`config.mk`:
```
export PLATFORM = sky130hd
export DESIGN_NAME = systolic_mm_array_flat
export DESIGN_NICKNAME = d
export VERILOG_FILES = /design/src/rtl/systolic_mm_array_if.sv /design/src/rtl/systolic_mm_array.sv /design/src/flat_wrapper.sv
export SDC_FILE = /design/constraint.sdc
export NUM_CORES = 1
export LEC_CHECK = 0
export BUFFER_PORTS_ARGS = -buffer_cell sky130_fd_sc_hd__buf_2
export CORE_MARGIN = 2
export CORE_UTILIZATION = 40
export CTS_CLUSTER_SIZE = 24
export DETAILED_ROUTE_END_ITERATION = 10
export SLEW_MARGIN = 10
export SYNTH_ARGS = -nofsm -noshare
export SYNTH_HDL_FRONTEND = slang
export SYNTH_SLANG_ARGS = --single-unit
```
`constraint.sdc`:
```
create_clock -name clk -period 3.8 [get_ports clk]
set_clock_uncertainty 0.2 [all_clocks]
set_input_delay 1.14 -clock clk [delete_from_list [all_inputs] [get_ports clk]]
set_output_delay 1.14 -clock clk [all_outputs]
set_load 0.02 [all_outputs]
```
`src/rtl/systolic_mm_array_if.sv`:
```
// systolic_mm_array_if
//   Operand-stream / result-row bundle for the systolic matrix-multiply engine.
//   master : producer/consumer side (drives operands and out_ready)
//   slave  : the array (drives in_ready, result row, busy)
//   mode      - arithmetic mode, sampled on the first beat of a job
//   in_*      - operand beat handshake; a_in = column k of A, b_in = row k of B
//   out_*     - row-wise readout handshake; out_row = index of presented row
//   busy      - job in progress (load, drain or read)
interface systolic_mm_array_if #(
    parameter int N     = 4,
    parameter int W     = 4,
    parameter int ACC_W = 12
);
    localparam int RW = (N > 1) ? $clog2(N) : 1;

    logic [1:0]         mode;
    logic               in_valid;
    logic               in_ready;
    logic               in_last;
    logic [N*W-1:0]     a_in;
    logic [N*W-1:0]     b_in;
    logic               out_valid;
    logic               out_ready;
    logic [N*ACC_W-1:0] out_data;
    logic [RW-1:0]      out_row;
    logic               busy;

    modport master (
        output mode, in_valid, in_last, a_in, b_in, out_ready,
        input  in_ready, out_valid, out_data, out_row, busy
    );

    modport slave (
        input  mode, in_valid, in_last, a_in, b_in, out_ready,
        output in_ready, out_valid, out_data, out_row, busy
    );
endinterface

```
`src/rtl/systolic_mm_array.sv`:
```
// systolic_mm_array
//   N x N output-stationary systolic matrix multiplier. Operand beats (column k
//   of A, row k of B) are skewed on entry, flow right/down through the cell
//   operand registers and are accumulated in place. After the last beat the
//   array drains for 2N-1 cycles, then C is read out one row per handshake.
//   clk, rst_n - clock (rising edge), asynchronous active-low reset
//   bus        - systolic_mm_array_if.slave (operand stream, result rows, busy)
module systolic_mm_array #(
    parameter int N     = 4,
    parameter int W     = 4,
    parameter int ACC_W = 12
) (
    input logic               clk,
    input logic               rst_n,
    systolic_mm_array_if.slave bus
);
    localparam int RW = (N > 1) ? $clog2(N) : 1;
    localparam int CW = $clog2(2 * N);

    if (ACC_W < 2 * W) begin : g_bad_acc_w
        $error("systolic_mm_array: ACC_W must be >= 2*W");
    end

    typedef enum logic [1:0] {S_IDLE, S_LOAD, S_DRAIN, S_READ} state_t;

    state_t        state;
    logic [CW-1:0] cnt;
    logic [RW-1:0] row_q;
    logic [1:0]    mode_q;
    logic          in_ready_q, out_valid_q, busy_q;
    logic          accept, clr;

    assign accept = bus.in_valid & in_ready_q;
    // The first beat of a job wipes the previous result in the same edge.
    assign clr    = accept & (state == S_IDLE);

    always_ff @(posedge clk or negedge rst_n) begin
        if (!rst_n) begin
            state       <= S_IDLE;
            cnt         <= '0;
            row_q       <= '0;
            mode_q      <= 2'd0;
            in_ready_q  <= 1'b1;
            out_valid_q <= 1'b0;
            busy_q      <= 1'b0;
        end else begin
            case (state)
                S_IDLE: if (accept) begin
                    // Reserved mode 3 folds onto wrap MAC here so cells see 0..2.
                    mode_q <= (bus.mode == 2'd3) ? 2'd0 : bus.mode;
                    busy_q <= 1'b1;
                    cnt    <= '0;
                    if (bus.in_last) begin
                        state      <= S_DRAIN;
                        in_ready_q <= 1'b0;
                    end else begin
                        state <= S_LOAD;
                    end
                end
                S_LOAD: if (accept && bus.in_last) begin
                    state      <= S_DRAIN;
                    in_ready_q <= 1'b0;
                    cnt        <= '0;
                end
                S_DRAIN: begin
                    // Last beat reaches cell (N-1,N-1) and accumulates 2N-1 edges later.
                    if (cnt == CW'(2 * N - 2)) begin
                        state       <= S_READ;
                        out_valid_q <= 1'b1;
                        row_q       <= '0;
                    end else begin
                        cnt <= cnt + CW'(1);
                    end
                end
                S_READ: if (bus.out_ready) begin
                    if (row_q == RW'(N - 1)) begin
                        state       <= S_IDLE;
                        out_valid_q <= 1'b0;
                        busy_q      <= 1'b0;
                        in_ready_q  <= 1'b1;
                        row_q       <= '0;
                    end else begin
                        row_q <= row_q + RW'(1);
                    end
                end
                default: state <= S_IDLE;
            endcase
        end
    end

    logic [W-1:0]     a_feed [N];
    logic [W-1:0]     b_feed [N];
    logic [W-1:0]     a_edge [N];
    logic [W-1:0]     b_edge [N];
    logic [W-1:0]     a_op   [N][N];
    logic [W-1:0]     b_op   [N][N];
    logic [ACC_W-1:0] acc    [N][N];

    // Non-accepted cycles (bubbles, held beats in DRAIN/READ) inject zeros.
    always_comb begin
        for (int i = 0; i < N; i++) begin
            a_feed[i] = accept ? bus.a_in[i*W +: W] : '0;
            b_feed[i] = accept ? bus.b_in[i*W +: W] : '0;
        end
    end

    // Entry skew: row operand i and column operand j are delayed i / j cycles.
    for (genvar gi = 0; gi < N; gi++) begin : g_skew
        if (gi == 0) begin : g_direct
            assign a_edge[0] = a_feed[0];
            assign b_edge[0] = b_feed[0];
        end else begin : g_delay
            logic [gi-1:0][W-1:0] a_sh, b_sh;
            always_ff @(posedge clk or negedge rst_n) begin
                if (!rst_n) begin
                    a_sh <= '0;
                    b_sh <= '0;
                end else begin
                    a_sh[0] <= a_feed[gi];
                    b_sh[0] <= b_feed[gi];
                    for (int d = 1; d < gi; d++) begin
                        a_sh[d] <= a_sh[d-1];
                        b_sh[d] <= b_sh[d-1];
                    end
                end
            end
            assign a_edge[gi] = a_sh[gi-1];
            assign b_edge[gi] = b_sh[gi-1];
        end
    end

    for (genvar gi = 0; gi < N; gi++) begin : g_row
        for (genvar gj = 0; gj < N; gj++) begin : g_col
            logic [W-1:0]     a_l, b_t, a_q, b_q;
            logic [2*W-1:0]   p;
            logic [ACC_W:0]   sum;
            logic [ACC_W-1:0] acc_q, acc_nxt;

            if (gj == 0) begin : g_a_edge
                assign a_l = a_edge[gi];
            end else begin : g_a_nbr
                assign a_l = a_op[gi][gj-1];
            end
            if (gi == 0) begin : g_b_edge
                assign b_t = b_edge[gj];
            end else begin : g_b_nbr
                assign b_t = b_op[gi-1][gj];
            end

            assign p   = {{W{1'b0}}, a_q} * {{W{1'b0}}, b_q};
            // One extra bit so saturation is detected without overflow.
            assign sum = {1'b0, acc_q} + {1'b0, ACC_W'(p)};

            always_comb begin
                acc_nxt = sum[ACC_W-1:0];
                case (mode_q)
                    2'd1:    acc_nxt = sum[ACC_W] ? '1 : sum[ACC_W-1:0];
                    2'd2:    acc_nxt = acc_q | ACC_W'((|a_q) & (|b_q));
                    default: acc_nxt = sum[ACC_W-1:0];
                endcase
            end

            always_ff @(posedge clk or negedge rst_n) begin
                if (!rst_n) begin
                    a_q   <= '0;
                    b_q   <= '0;
                    acc_q <= '0;
                end else begin
                    a_q   <= a_l;
                    b_q   <= b_t;
                    acc_q <= clr ? '0 : acc_nxt;
                end
            end

            assign a_op[gi][gj] = a_q;
            assign b_op[gi][gj] = b_q;
            assign acc[gi][gj]  = acc_q;
        end
    end

    // Readout is non-destructive; data is forced to zero outside READ.
    logic [N*ACC_W-1:0] odata;
    always_comb begin
        odata = '0;
        for (int j = 0; j < N; j++) begin
            odata[j*ACC_W +: ACC_W] = out_valid_q ? acc[row_q][j] : '0;
        end
    end

    assign bus.in_ready  = in_ready_q;
    assign bus.out_valid = out_valid_q;
    assign bus.out_data  = odata;
    assign bus.out_row   = row_q;
    assign bus.busy      = busy_q;
endmodule

```
`src/flat_wrapper.sv`:
```
// flat-port wrapper written by rule: the top's interface ports become plain ports
module systolic_mm_array_flat 
#(
    parameter int N     = 4,
    parameter int W     = 4,
    parameter int ACC_W = 12
)
  (clk, rst_n, bus_mode, bus_in_valid, bus_in_last, bus_a_in, bus_b_in, bus_out_ready, bus_in_ready, bus_out_valid, bus_out_data, bus_out_row, bus_busy);
  systolic_mm_array_if #(.N(N), .W(W), .ACC_W(ACC_W)) bus_i ();
  input logic clk;
  input logic rst_n;
  input wire logic [$bits(bus_i.mode)-1:0] bus_mode;
  input wire logic [$bits(bus_i.in_valid)-1:0] bus_in_valid;
  input wire logic [$bits(bus_i.in_last)-1:0] bus_in_last;
  input wire logic [$bits(bus_i.a_in)-1:0] bus_a_in;
  input wire logic [$bits(bus_i.b_in)-1:0] bus_b_in;
  input wire logic [$bits(bus_i.out_ready)-1:0] bus_out_ready;
  output wire logic [$bits(bus_i.in_ready)-1:0] bus_in_ready;
  output wire logic [$bits(bus_i.out_valid)-1:0] bus_out_valid;
  output wire logic [$bits(bus_i.out_data)-1:0] bus_out_data;
  output wire logic [$bits(bus_i.out_row)-1:0] bus_out_row;
  output wire logic [$bits(bus_i.busy)-1:0] bus_busy;
  assign bus_i.mode = bus_mode;
  assign bus_i.in_valid = bus_in_valid;
  assign bus_i.in_last = bus_in_last;
  assign bus_i.a_in = bus_a_in;
  assign bus_i.b_in = bus_b_in;
  assign bus_i.out_ready = bus_out_ready;
  assign bus_in_ready = bus_i.in_ready;
  assign bus_out_valid = bus_i.out_valid;
  assign bus_out_data = bus_i.out_data;
  assign bus_out_row = bus_i.out_row;
  assign bus_busy = bus_i.busy;
  systolic_mm_array #(.N(N), .W(W), .ACC_W(ACC_W)) u_core (.clk(clk), .rst_n(rst_n), .bus(bus_i));
endmodule
```
==> metrics.yaml <==
outcome: "finished with violations"
failed_checks: "negative setup slack"
antenna_found_initial: 2
use_met1_pct: 28.93
finish.net_count: 3736
drt_iter0_drc: 1574
power.share.switching_pct: 22.35
io_pins: 92
synthesis.nets: 3333
via_count_of_the_first_global_routing_pass: 23940
hpwlAfterDp_um: 60090
syn-mean-instance-area_um2: 9.886
worstHoldStart: "u_core.g_skew[2].g_delay.b_sh[2]"
syn-instance-count: 2852
rr_endpoint: "u_core.g_row[1].g_col[2].acc_q[9]"
yosys.area.top_type: "sky130_fd_sc_hd__dfrtp_1"
maxCapViolations: 0
clock_latency_ps: 600
reg2regPathDepth: 14
numPortBuffers: 91
drt-pass1-iter-count: 5
routed_via_density: 5.472
timing.critical_path.to_type: "register"
cp-start-kind: "register"
grt.overflow.total: 0
wl_per_cell_um: 19.73
cts_max_path_buffers: 3
area_growth_syn_to_layout_pct: 27.75
antenna_left: 0
r2r_setup_slack_ps: -70
crit_family: "adder cells"
cts_made_buffers: 47
layout.filler_cells: 6260
setup_viol: 18
gp_congestion: 0.8851
power.static_leakage_nw: 17.44
gr-usage-met3_pct: 2.333
core.rowCount: 97
slew_violations: 0
critical-path-slowest-cell: "sky130_fd_sc_hd__fa_1"
global_route.peak_usage_layer: "met2"
timing.hold.worst.class: "reg2reg"
mappedNetlistArea_mm2: 0.02820
synth_warnings: 0
start_util_pct: 40.33
power_frac_comb_pct: 1.4
drc: 0
peak_ir_drop_on_the_vdd_network_mv: 0.3171
synth_sequential_area_ratio_pct: 33.73
critical_path_buf_inv_count: 3
share_of_power_burned_in_registers_pct: 45.0
route.vias.total: 23160
worst_path_largest_cell_delay_ps: 560
power_switching_mw: 2.010
path_clk_slew_ps: 60
num_antenna_cells: 0
setup_ws_ps: -74.87
max-slew-margin-rel_pct: 48.00
synthDominantCellAreaShare_pct: 33.64
post_cts_hold_fix_bufs: 0
track_usage_pct: 22.30
chipHeight_um: 269.5
die_area_mm2: 0.07263
final_cell_count_no_fill: 4232
most_area_consuming_cells_after_synthesis: "sky130_fd_sc_hd__dfrtp_1 (34%), sky130_fd_sc_hd__ha_1 (13%), sky130_fd_sc_hd__fa_1 (10%)"
yosys_register_bits: 380
maximum_number_of_pins_on_one_net_before_global_route_repair: 120
clock_tree.htree_level_count: 2
final_hold_viols: 0
rsz0062_at_grt: "yes"
timing.critical_path.required_ps: 4070
die_w_um: 269.5
worstPathCellList: "nand2_2 > fa_1 > fa_1 > fa_1 > inv_2 > ha_4 > buf_6 > nand2b_4 > a21oi_4 > o21a_1 > o41ai_4 > buf_4 > a21o_1 > a211o_1"
post_synth_cell_types: 77
power_density_mw_per_mm2: 249.7
hold_path_depth: 0
cp_max_fo: 3
tritoncts: "yes"
dpl-instance-area_mm2: 0.03166
fmax_mhz: 258.1
cts_root_buffer: "sky130_fd_sc_hd__clkbuf_16"
post-place-cells: 4067
dominant_cell_type_by_count_on_the_critical_path: "sky130_fd_sc_hd__fa_1"
postSynth.asyncResetShare_pct: 100.0
placeableCoreArea_mm2: 0.06991
pwr-share-clk_pct: 53.6
worst_hold_path.endpoint: "u_core.g_row[0].g_col[2].b_t[2]"
global_route.usage.met2_pct: 38.37
worst-slew-pin-transition_ps: 779.1
finish.instance_area_mm2: 0.03602
ys.flop_type: "sky130_fd_sc_hd__dfrtp_1"
cell_internal_pwr_mw: 6.983
min_period_ps: 3875
synth_edf_count: 0
route.final.wire_length_um: 83480
criticalPathCategory: "reg2reg"
drive_above_1_share_pct: 27.10
r2r_start: "u_core.g_row[1].g_col[2].a_q[2]"
clock_sinks: 380
fin_crit_sh_pct: 102.0
grt_first_pass_wirelength_um: 129200
cp.arrival_ps: 4140
==> kinds of logic (layout without fill, tap and decap cells) <==
family | count (synthesis) | count (layout) | share of synthesized area, %
AND/OR/NAND/NOR | 763 | 764 | 14.44
AO/OA/AOI/OAI | 610 | 610 | 15.16
buffers and inverters | 550 | 989 | 7.526
adder cells (fa/ha/maj) | 442 | 442 | 23.45
flip-flops | 380 | 380 | 33.73
XOR/XNOR | 56 | 56 | 1.740
multiplexers | 51 | 51 | 3.949
==> power groups by stage <==
| stage | logic [mW] | clock network (mW) | registers (mW) |
|---|---|---|---|
| final | 0.127 | 4.82 | 4.05 |
| after floorplan | 0.00666 | 0 | 4.12 |
| after detailed placement | 0.134 | 0 | 4.12 |
| after global routing | 0.147 | 5.07 | 4.04 |
| after CTS | 0.134 | 4.91 | 4.05 |
| after global placement | 0.131 | 0 | 4.12 |
==> registers in the layout, summed over array words and instances, names as in the netlist <==
register and count:
u_core.g_row.g_col.acc_q 192, u_core.g_row.g_col.a_q 64, u_core.g_row.g_col.b_q 64, u_core.g_row.g_col.b_t 12
u_core.g_row.g_col.a_l 12, u_core.g_skew.g_delay.a_sh 12, u_core.g_skew.g_delay.b_sh 12, u_core.cnt 3
u_core.bus.out_row 2, u_core.mode_q 2, u_core.state 2, u_core.bus.busy 1
u_core.bus.in_ready 1, u_core.bus.out_valid 1
==> placed cells by master, fill, tap and decap left out, types with 13 or more instances in the layout <==
cell type,instances
sky130_fd_sc_hd__inv_1,436
sky130_fd_sc_hd__dfrtp_1,372
sky130_fd_sc_hd__buf_4,285
sky130_fd_sc_hd__and2_1,239
sky130_fd_sc_hd__ha_1,237
sky130_fd_sc_hd__nand2_1,143
sky130_fd_sc_hd__fa_1,135
sky130_fd_sc_hd__buf_2,93
sky130_fd_sc_hd__nor2_1,92
sky130_fd_sc_hd__a21oi_1,89
sky130_fd_sc_hd__o21ai_0,79
sky130_fd_sc_hd__ha_4,56
sky130_fd_sc_hd__o221ai_1,50
sky130_fd_sc_hd__clkbuf_16,49
sky130_fd_sc_hd__mux4_2,48
sky130_fd_sc_hd__a21o_1,44
sky130_fd_sc_hd__buf_6,40
sky130_fd_sc_hd__and3_1,36
sky130_fd_sc_hd__xor2_1,36
sky130_fd_sc_hd__nor3_1,34
sky130_fd_sc_hd__nor4_1,33
sky130_fd_sc_hd__a221o_1,33
sky130_fd_sc_hd__inv_2,32
sky130_fd_sc_hd__o211ai_1,28
sky130_fd_sc_hd__o21a_1,28
sky130_fd_sc_hd__a31oi_1,26
sky130_fd_sc_hd__nand2_2,25
sky130_fd_sc_hd__o21ai_1,23
sky130_fd_sc_hd__o21ai_2,22
sky130_fd_sc_hd__a211oi_1,22
sky130_fd_sc_hd__xnor2_1,20
sky130_fd_sc_hd__nand3_1,18
sky130_fd_sc_hd__a21oi_2,18
sky130_fd_sc_hd__nand4_1,18
sky130_fd_sc_hd__and2_4,15
sky130_fd_sc_hd__nand2b_1,15
sky130_fd_sc_hd__buf_12,14
sky130_fd_sc_hd__a211o_1,13
==> through the flow <==
stage                     hold slack (ps)  setup slack [ps]  total power, mW  util, %  setup TNS, ps
after global routing                149.5            -183.4            9.257    51.53          -5584
after global placement              132.2            -225.3            4.251    45.29          -3735
final                               144.9            -74.87            8.994    51.53         -480.7
after CTS                           146.8            -94.65            9.087    48.90         -362.1
after floorplan                     131.2             18.67            4.128        -              0
after detailed placement            134.7            -250.8            4.254    45.29          -8742
==> worst max-delay path by stage <==
stage / endpoint / cells after the start / start
finish: u_core.g_row[1].g_col[2].acc_q[9] / 14 / u_core.g_row[1].g_col[2].a_q[2]
floorplan: u_core.g_row[0].g_col[1].acc_q[8] / 12 / u_core.g_row[0].g_col[1].b_q[1]
global route: u_core.g_row[2].g_col[0].acc_q[3] / 15 / u_core.g_row[2].g_col[0].a_q[0]
global placement: u_core.g_row[0].g_col[3].acc_q[8] / 12 / u_core.g_row[0].g_col[3].a_q[2]
detailed placement: u_core.g_row[1].g_col[2].acc_q[8] / 12 / u_core.g_row[1].g_col[2].a_q[2]
CTS: u_core.g_row[1].g_col[2].acc_q[9] / 15 / u_core.g_row[1].g_col[2].a_q[1]
==> metal layers <==
metal | wire [um] | up-vias | share of wire, %
met5 | 0 | - | 0
met4 | 2876 | 0 | 3.4
met3 | 3574 | 152 | 4.3
met2 | 41300 | 606 | 49
met1 | 35730 | 11700 | 43
li1 | - | 10700 | -
==> final cells by class <==
class / instances / area [um2] / area share [%]
inverters: 469 / 1760 / 4.887
well taps: 940 / 1176 / 3.265
multi-input cells: 1923 / 18520 / 51.42
repair buffers: 434 / 3376 / 9.372
flip-flops and latches: 380 / 9522 / 26.43
clock buffers: 60 / 1336 / 3.710
clock inverters: 26 / 330.3 / 0.9170
==> cells in the mapped netlist (all sizes together), types with 6 or more instances <==
cell type	number
a2111oi	7
a211o	13
a211oi	37
a21o	44
a21oi	113
a221o	33
a22oi	9
a311oi	6
a31oi	29
a32oi	10
and2	254
and3	39
and4	6
buf	37
clkbuf	44
dfrtp	379
fa	144
ha	298
inv	468
mux4	48
nand2	169
nand2b	22
nand3	21
nand4	19
nor2	104
nor2b	21
nor3	41
nor4	33
o211ai	29
o21a	28
o21ai	132
o21bai	14
o221ai	56
o311ai	7
o31a	8
o31ai	6
o41ai	9
or2	7
or3	11
or4	9
xnor2	20
xor2	36
==> timing repair <==
item                       4_1_cts  5_1_grt
setup buffers                   34       47
setup endpoints to repair      189      187
resized for setup              141      316
cloned                           0        5
pin swaps                      100      206
(Power assumes the default switching activity.)
